`config.mk`:
```
export PLATFORM = sky130hd
export DESIGN_NAME = svreal_delay_line_mod
export DESIGN_NICKNAME = d
export VERILOG_FILES = /design/src/rtl/svreal_delay_line_mod.sv
export SDC_FILE = /design/constraint.sdc
export NUM_CORES = 1
export LEC_CHECK = 0
export CORE_MARGIN = 1
export CORE_UTILIZATION = 55
export DETAILED_ROUTE_END_ITERATION = 10
export PLACE_DENSITY = 0.82
export SYNTH_ARGS = -nofsm -noshare
export SYNTH_HDL_FRONTEND = slang
export SYNTH_SLANG_ARGS = --single-unit
export TNS_END_PERCENT = 100
```
`constraint.sdc`:
```
create_clock -name clk -period 2.5 [get_ports clk]
set_input_delay 0.5 -clock clk [delete_from_list [all_inputs] [get_ports clk]]
set_output_delay 0.5 -clock clk [all_outputs]
set_load 0.03 [all_outputs]
```
`src/rtl/svreal_delay_line_mod.sv`:
```
// Multi-stage fixed-point delay line: d is aligned to q's exponent (saturate or wrap),
// then shifted through DEPTH enabled stages with per-stage valid and sticky overflow.
module svreal_delay_line_mod #(
    parameter int  D_WIDTH   = 16,
    parameter int  D_EXP     = -8,
    parameter int  Q_WIDTH   = 16,
    parameter int  Q_EXP     = -8,
    parameter int  DEPTH     = 4,
    parameter int  SATURATE  = 1,
    parameter real INIT_REAL = 0.0
) (
    input  logic                          clk,
    input  logic                          rst,
    input  logic                          ce,
    input  logic                          flush,
    input  logic                          in_valid,
    input  logic signed [D_WIDTH-1:0]     d,
    output logic signed [Q_WIDTH-1:0]     q,
    output logic                          out_valid,
    output logic                          ovf,
    output logic [$clog2(DEPTH+1)-1:0]    occupancy
);

    localparam int OW  = $clog2(DEPTH+1);
    localparam int SH  = D_EXP - Q_EXP;
    localparam int ASH = (SH < 0) ? -SH : SH;
    localparam int AW  = (((D_WIDTH + ASH) > Q_WIDTH) ? (D_WIDTH + ASH) : Q_WIDTH) + 1;

    localparam logic signed [Q_WIDTH-1:0] INIT_CODE =
        Q_WIDTH'($rtoi(INIT_REAL * (2.0 ** (-Q_EXP))));
    localparam logic signed [AW-1:0] QMAX = {{(AW-Q_WIDTH+1){1'b0}}, {(Q_WIDTH-1){1'b1}}};
    localparam logic signed [AW-1:0] QMIN = {{(AW-Q_WIDTH+1){1'b1}}, {(Q_WIDTH-1){1'b0}}};

    if (DEPTH < 1) begin : g_depth_chk
        $fatal(1, "svreal_delay_line_mod: DEPTH must be >= 1");
    end

    logic signed [AW-1:0]  dx, al;
    logic [Q_WIDTH-1:0]    aligned;
    logic                  ovf_ev;

    // Widened so the shifted value never loses bits before the range check.
    assign dx = AW'(d);
    if (SH >= 0) begin : g_lsh
        assign al = dx <<< SH;
    end else begin : g_rsh
        assign al = dx >>> ASH;
    end

    always_comb begin
        aligned = al[Q_WIDTH-1:0];
        ovf_ev  = (al > QMAX) || (al < QMIN);
        if (SATURATE != 0) begin
            if (al > QMAX)      aligned = QMAX[Q_WIDTH-1:0];
            else if (al < QMIN) aligned = QMIN[Q_WIDTH-1:0];
        end
    end

    logic [DEPTH-1:0][Q_WIDTH-1:0] stg;
    logic [DEPTH-1:0]              vld_pipe;
    logic [OW-1:0]                 occ;

    always_ff @(posedge clk) begin
        if (rst || flush) begin
            for (int i = 0; i < DEPTH; i++) stg[i] <= INIT_CODE;
            vld_pipe <= '0;
            occ      <= '0;
            if (rst) ovf <= 1'b0;
        end else if (ce) begin
            stg[0]      <= aligned;
            vld_pipe[0] <= in_valid;
            for (int i = 1; i < DEPTH; i++) begin
                stg[i]      <= stg[i-1];
                vld_pipe[i] <= vld_pipe[i-1];
            end
            // Track popcount incrementally: one sample in, the last stage's sample out.
            occ <= occ + OW'(in_valid) - OW'(vld_pipe[DEPTH-1]);
            if (in_valid && ovf_ev) ovf <= 1'b1;
        end
    end

    assign q         = $signed(stg[DEPTH-1]);
    assign out_valid = vld_pipe[DEPTH-1];
    assign occupancy = occ;

endmodule

```
==> impl_metrics.ini, run 1 <==
[outcome]
status = complete, no violations

[die]
die_w_um = 72.7
start_util_pct = 57.8
design.core.area_um2 = 4750
top_level_ports = 42
num_rows = 25
die_h_um = 72.7
dieArea_um2 = 5290

[clocking]
ctsHtreeMaxLevel = 3
cts.repair.resized = 0
tritoncts = built
inserted_clock_buffers = 9
path_clk_slew_ns = 0.07
skew_pair_late_insertion_delay_ns = 0.33
clock-sinks = 72
cts-root-to-sink-buffers = 2
ctsHoldBuffers = 0
postCtsSetupRepairBufs = 0
ctsRootBufferMaster = sky130_fd_sc_hd__clkbuf_8

[critical_path]
cp-end-kind = output port
worst-path-max-fanout = 4
timing.critical_path.from_type = flop
cp_cell_sequence = clkdlybuf4s50_1
cp_slowest_stage_delay_ns = 0.70
critical_path_required_ns = 2.00
critPathBufInv = 1
worst_path_dominant_cell_family = buffers and inverters
critical_path.slowest_cell = sky130_fd_sc_hd__clkdlybuf4s50_1
crit_type = reg -> out
arrival_ns = 1.46

[logic_synthesis]
most_used_standard_cells_in_the_synthesized_netlist = 71 x sky130_fd_sc_hd__dfxtp_1, 70 x sky130_fd_sc_hd__mux2i_1, 70 x sky130_fd_sc_hd__nor2_1, 23 x sky130_fd_sc_hd__buf_4, 7 x sky130_fd_sc_hd__buf_2
syn_nets = 282
yosys-top-cells-area = sky130_fd_sc_hd__dfxtp_1 52%, sky130_fd_sc_hd__mux2i_1 25%, sky130_fd_sc_hd__nor2_1 9.6%
postSynthCellCount = 258
synth_top_area_cell = sky130_fd_sc_hd__dfxtp_1
yosysWarningCount = 0
synth_top_area_share_pct = 51.7
number_of_synthesized_register_bits = 72
synth_cell_types = 16
synthFlopType = sky130_fd_sc_hd__dfxtp_1
yosys.cell_count.top_type = sky130_fd_sc_hd__dfxtp_1
synth.avg_cell_area_um2 = 10.7
netlist_area_um2 = 2750
synth_sequential_area_ratio_pct = 52.8
synth-edff-count = 1
async_reset_ff_share_pct = 0

[timing]
final-max-slew-violation-count = 0
timing.final.setup_violations = 0
worst-slew-pin-transition_ns = 0.366
setup_repair_after_global_routing_missed_its_margin = false
fmax_mhz = 511
final.min_clock_period_ns = 1.96
finClkSkew_ns = 0.00617
setup_ws_ns = 0.545
period_share_pct = 78.2
worst_slew_margin_rel_pct = 75.6
hold_violations = 0
final.setup.tns_ns = 0

[pwr]
report.power.total_mw = 2.09
power_density_nw_per_um2 = 646
pleak_nw = 1.36
ir_worst_vdd_v = 0.000445

[cells_and_area]
layout-drive-gt1-share_pct = 6.99
finalNonFillerCells = 353
multi_input_area_um2 = 1050
final_nets = 305
layout-area-overhead-vs-synth_pct = 17.4
num-fill-cells = 406
finalCoreUtilization_pct = 67.9
sequential_cell_area_um2 = 1450
antenna_cells = 0

[route]
dr_total_vias = 1655
drt_pass1_iterations = 4
routed_length_per_placed_instance_um = 11.1
avgViaCountPerCell = 4.69
number_of_nets_still_failing_antenna_checks_after_routing = 0
drc = 0
wirelength_um = 3910
drt_iter0_drc = 37

[global_route]
grt-ovfl-total = 0
grt_util_met1_pct = 19.0
globalRoute.busiestLayer = met2
grt_antenna_before_repair = 0
grt_pass1_vias = 1492
use_met2_pct = 25.1
grt_use_total_pct = 16.4
grt_max_degree = 41
grt_pass1_wl_um = 6490
grt.met3_usage_pct = 9.25

[placed_design]
post_dp_hpwl_um = 2550
detailedPlace.worstSlack_ns = 0.443
placedCellCount = 337
numPortBuffers = 41
gpl.final_weighted_congestion = 0.764

[hold_path]
hold_class = reg -> reg

[job]
timing.max_cap.violations = 0
-- sequential cells by signal (all words and copies together) (netlist names) --
name / flops
q: 16
stg: 48
ovf: 1
occupancy: 3
vld_pipe: 4
-- path summary, 6_finish.rpt --
kind	startpoint	to	slack, ns	cells after the start
hold reg to reg	q[15]$_SDFFE_PN0P_	q[15]$_SDFFE_PN0P_	0.49	2
setup reg to reg	occupancy[0]$_SDFFE_PN0P_	occupancy[2]$_SDFFE_PN0P_	0.72	9
setup / recovery	occupancy[1]$_SDFFE_PN0P_	occupancy[1]	0.54	1
hold / removal	q[15]$_SDFFE_PN0P_	q[15]$_SDFFE_PN0P_	0.49	2
-- cell families (layout without fill, tap and decap cells) --
group / Yosys count / in the layout / share of synthesized area (%)
multiplexers: 70 / 70 / 25.5
AND/OR/NAND/NOR: 74 / 74 / 10.3
AO/OA/AOI/OAI: 1 / 1 / 0.455
adder cells (fa/ha/maj): 3 / 3 / 1.64
buffers and inverters: 37 / 65 / 9.05
flip-flops: 72 / 72 / 52.8
XOR/XNOR: 1 / 1 / 0.319
-- report_power, final --
group	internal (mW)	switching, mW	total (mW)
Sequential	1.16	0.00764	1.17
Combinational	0.0769	0.0695	0.146
Clock	0.385	0.384	0.768
Total	1.63	0.461	2.09
-- layer usage --
metal | wire length (um) | part of all wire (%)
met3 | 230 | 5.9
met5 | 0 | 0
met4 | 48 | 1.2
met2 | 1750 | 45
met1 | 1880 | 48
-- cell usage in the layout, fill, tap and decap left out, drive strengths merged --
master         instances
dfxtp                 71
mux2i                 70
nor2                  70
clkdlybuf4s50         40
clkbuf                13
buf                    5
inv                    4
nand2                  2
ha                     2
clkinv                 2
or2                    1
a211oi                 1
or3                    1
xor2                   1
fa                     1
clkinvlp               1
edfxtp                 1
-- stage by stage --
stage	hold slack (ns)	cell area (um^2)
2_1_floorplan	0.460	2750
3_3_place_gp	0.465	3060
3_5_place_dp	0.480	3060
4_1_cts	0.496	3230
5_1_grt	0.515	3230
6_report	0.491	3230
-- final cells by class --
class | count | share of cell area [%]
flip-flops and latches | 72 | 44.9
inverters | 4 | 0.465
clock buffers | 13 | 4.61
clock inverters | 3 | 0.542
multi-input cells | 149 | 32.5
well taps | 67 | 2.60
repair buffers | 45 | 14.3
No activity file was read; power rests on OpenSTA's default activity.
==> run 2: changes to the inputs <==
--- a/config.mk
+++ b/config.mk
@@ -6,9 +6,9 @@
 export NUM_CORES = 1
 export LEC_CHECK = 0
 export CORE_MARGIN = 1
-export CORE_UTILIZATION = 55
+export CORE_UTILIZATION = 53
 export DETAILED_ROUTE_END_ITERATION = 10
-export PLACE_DENSITY = 0.82
+export PLACE_DENSITY = 0.8
 export SYNTH_ARGS = -nofsm -noshare
 export SYNTH_HDL_FRONTEND = slang
 export SYNTH_SLANG_ARGS = --single-unit
==> constraint.sdc (replaced) <==
create_clock -name clk -period 1.8 [get_ports clk]
set_input_delay 0.36 -clock clk [delete_from_list [all_inputs] [get_ports clk]]
set_output_delay 0.36 -clock clk [all_outputs]
set_load 0.03 [all_outputs]
==> run 2 against run 1 <==
Against the previous run:
- global-route usage is 0.58 points lower
- die area up 3.7%
- critical endpoint is now q[9]
- non-clock buffer count stayed put
- worst hold slack worse by 0.047 ns
- critical path depth unchanged
- highest routed layer unchanged
- flip-flop and latch count is the same
- first-iteration DRC count grew 49%
- core utilization down 0.51 points
- cell count is 0.57% lower
==> impl_metrics.ini, run 2 (synthesized netlist as in run 1, its figures left out) <==
[outcome]
status = complete, no violations

[placed_design]
placedCellCount = 337
numPortBuffers = 41
gpl.final_weighted_congestion = 0.793
post_dp_hpwl_um = 2550
dpl-instance-area_um2 = 3080

[timing]
hold_violations = 0
worst_slew_margin_rel_pct = 78.7
final.min_clock_period_ns = 1.70
fmax_mhz = 587
worst-slew-pin-transition_ns = 0.319
timing.final.setup_violations = 0
period_share_pct = 94.7
setup_repair_after_global_routing_missed_its_margin = false
finClkSkew_ns = 0.00536
final-max-slew-violation-count = 0

[pwr]
combinationalPowerShare_pct = 6.9
ir_worst_vdd_v = 0.000564
cellInternalPower_mw = 2.37
seqPwrFrac_pct = 54.1
pleak_nw = 1.39
total_switching_power_mw = 0.642
power_density_nw_per_um2 = 921
power.clock.fraction_pct = 39.1
switching_share_pct = 21.3

[critical_path]
timing.reg2reg.setup_slack_ns = 0.14
r2r_start = occupancy[0]$_SDFFE_PN0P_
critPathBufInv = 1
timing.critical_path.from = q[9]$_SDFFE_PN0P_
timing.critical_path.depth = 1
critical_path.endpoint = q[9]
critical_path_required_ns = 1.44
worst_path_dominant_cell_family = buffers and inverters
cp-end-kind = output port
timing.critical_path.from_type = flop
reg2reg_depth = 9
cp_slowest_stage_delay_ns = 0.67
arrival_ns = 1.34
critical_path.slowest_cell = sky130_fd_sc_hd__clkdlybuf4s50_1
cp_cell_sequence = clkdlybuf4s50_1
regToRegEndpoint = occupancy[2]$_SDFFE_PN0P_
worst-path-max-fanout = 2
crit_type = reg -> out

[cells_and_area]
final_nets = 305
layout-drive-gt1-share_pct = 8.45
max_reg_flops = 48
layout-area-overhead-vs-synth_pct = 18.8
most_frequent_cells_in_the_layout = 70 x sky130_fd_sc_hd__mux2i_1, 70 x sky130_fd_sc_hd__nor2_1, 69 x sky130_fd_sc_hd__dfxtp_1, 39 x sky130_fd_sc_hd__clkdlybuf4s50_1, 11 x sky130_fd_sc_hd__clkbuf_8
num-fill-cells = 374
largest_register = stg
antenna_cells = 0
finalNonFillerCells = 351
finalCoreUtilization_pct = 67.4
design_area_um2 = 3270

[global_route]
grt_pass1_wl_um = 6470
grt-ovfl-total = 0
grt_pass1_vias = 1502
grt_antenna_before_repair = 0
grt_use_total_pct = 15.8
grt_max_degree = 38

[clocking]
cts-root-to-sink-buffers = 2
tritoncts = built
ctsHtreeMaxLevel = 3
ctsHoldBuffers = 0
skew_pair_late_insertion_delay_ns = 0.33
ctsRootBufferMaster = sky130_fd_sc_hd__clkbuf_8
path_clk_slew_ns = 0.07
clock-sinks = 72
inserted_clock_buffers = 9
postCtsSetupRepairBufs = 0

[route]
avgViaCountPerCell = 4.76
drt_iter0_drc = 55
drt_pass1_iterations = 3
number_of_nets_still_failing_antenna_checks_after_routing = 0
wirelength_um = 3920
dr_total_vias = 1672
routed_length_per_placed_instance_um = 11.2
drc = 0

[die]
dieArea_um2 = 5480
die_w_um = 74.0
top_level_ports = 42
start_util_pct = 56.7
die_h_um = 74.0
design.core.area_um2 = 4850
num_rows = 25

[hold_path]
hold_class = in -> reg
worst_hold_path.num_cells = 2

[job]
timing.max_cap.violations = 0
[run 2: power by group through the flow]
| stage | Clock, mW | Combinational [mW] | Sequential, mW |
|---|---|---|---|
| after global routing | 1.28 | 0.223 | 1.63 |
| after floorplan | 0 | 0.136 | 1.67 |
| after CTS | 1.21 | 0.208 | 1.63 |
| after global placement | 0 | 0.206 | 1.66 |
| final | 1.18 | 0.206 | 1.63 |
| after detailed placement | 0 | 0.208 | 1.66 |
[run 2: final cells by class]
type	count	area [um^2]	share of cell area [%]
sequential	72	1450	44.5
timing repair buffer	45	474	14.5
inverter	4	15.0	0.459
tap	67	83.8	2.57
multi-input combinational	149	1050	32.2
clock buffer	12	176	5.40
clock inverter	2	12.5	0.383
[run 2: timing repair]
item / 4_1_cts / 5_1_grt
setup endpoints to repair: 1 / 1
gates resized for setup: 1 / 1
gates cloned: 0 / 0
[run 2: layer usage]
metal  up-vias  track usage [%]  part of all wire [%]
li1        873                -                     -
met1       761             18.6                    48
met2        28             24.3                    45
met3        10             5.15                   4.5
met4         0             11.5                   2.4
met5         -                0                     0
[run 2: worst min path at each step]
stage	start	slack [ns]	end
3_3_place_gp	occupancy[2]$_SDFFE_PN0P_	0.47	occupancy[2]$_SDFFE_PN0P_
3_5_place_dp	occupancy[2]$_SDFFE_PN0P_	0.47	occupancy[2]$_SDFFE_PN0P_
6_report	ce	0.44	occupancy[1]$_SDFFE_PN0P_
4_1_cts	ce	0.43	occupancy[1]$_SDFFE_PN0P_
2_1_floorplan	stg[0]$_SDFFE_PN0P_	0.46	stg[0]$_SDFFE_PN0P_
5_1_grt	ce	0.44	occupancy[1]$_SDFFE_PN0P_
[run 2: per-stage QoR]
step	TNS (ns)	hold slack (ns)	setup slack, ns	total power, mW
after floorplan	0	0.460	0.0393	1.80
after global placement	-0.0543	0.470	-0.0543	1.87
after detailed placement	-0.105	0.474	-0.105	1.87
after CTS	0	0.427	0.0644	3.05
after global routing	0	0.441	0.00973	3.13
final	0	0.444	0.0954	3.01
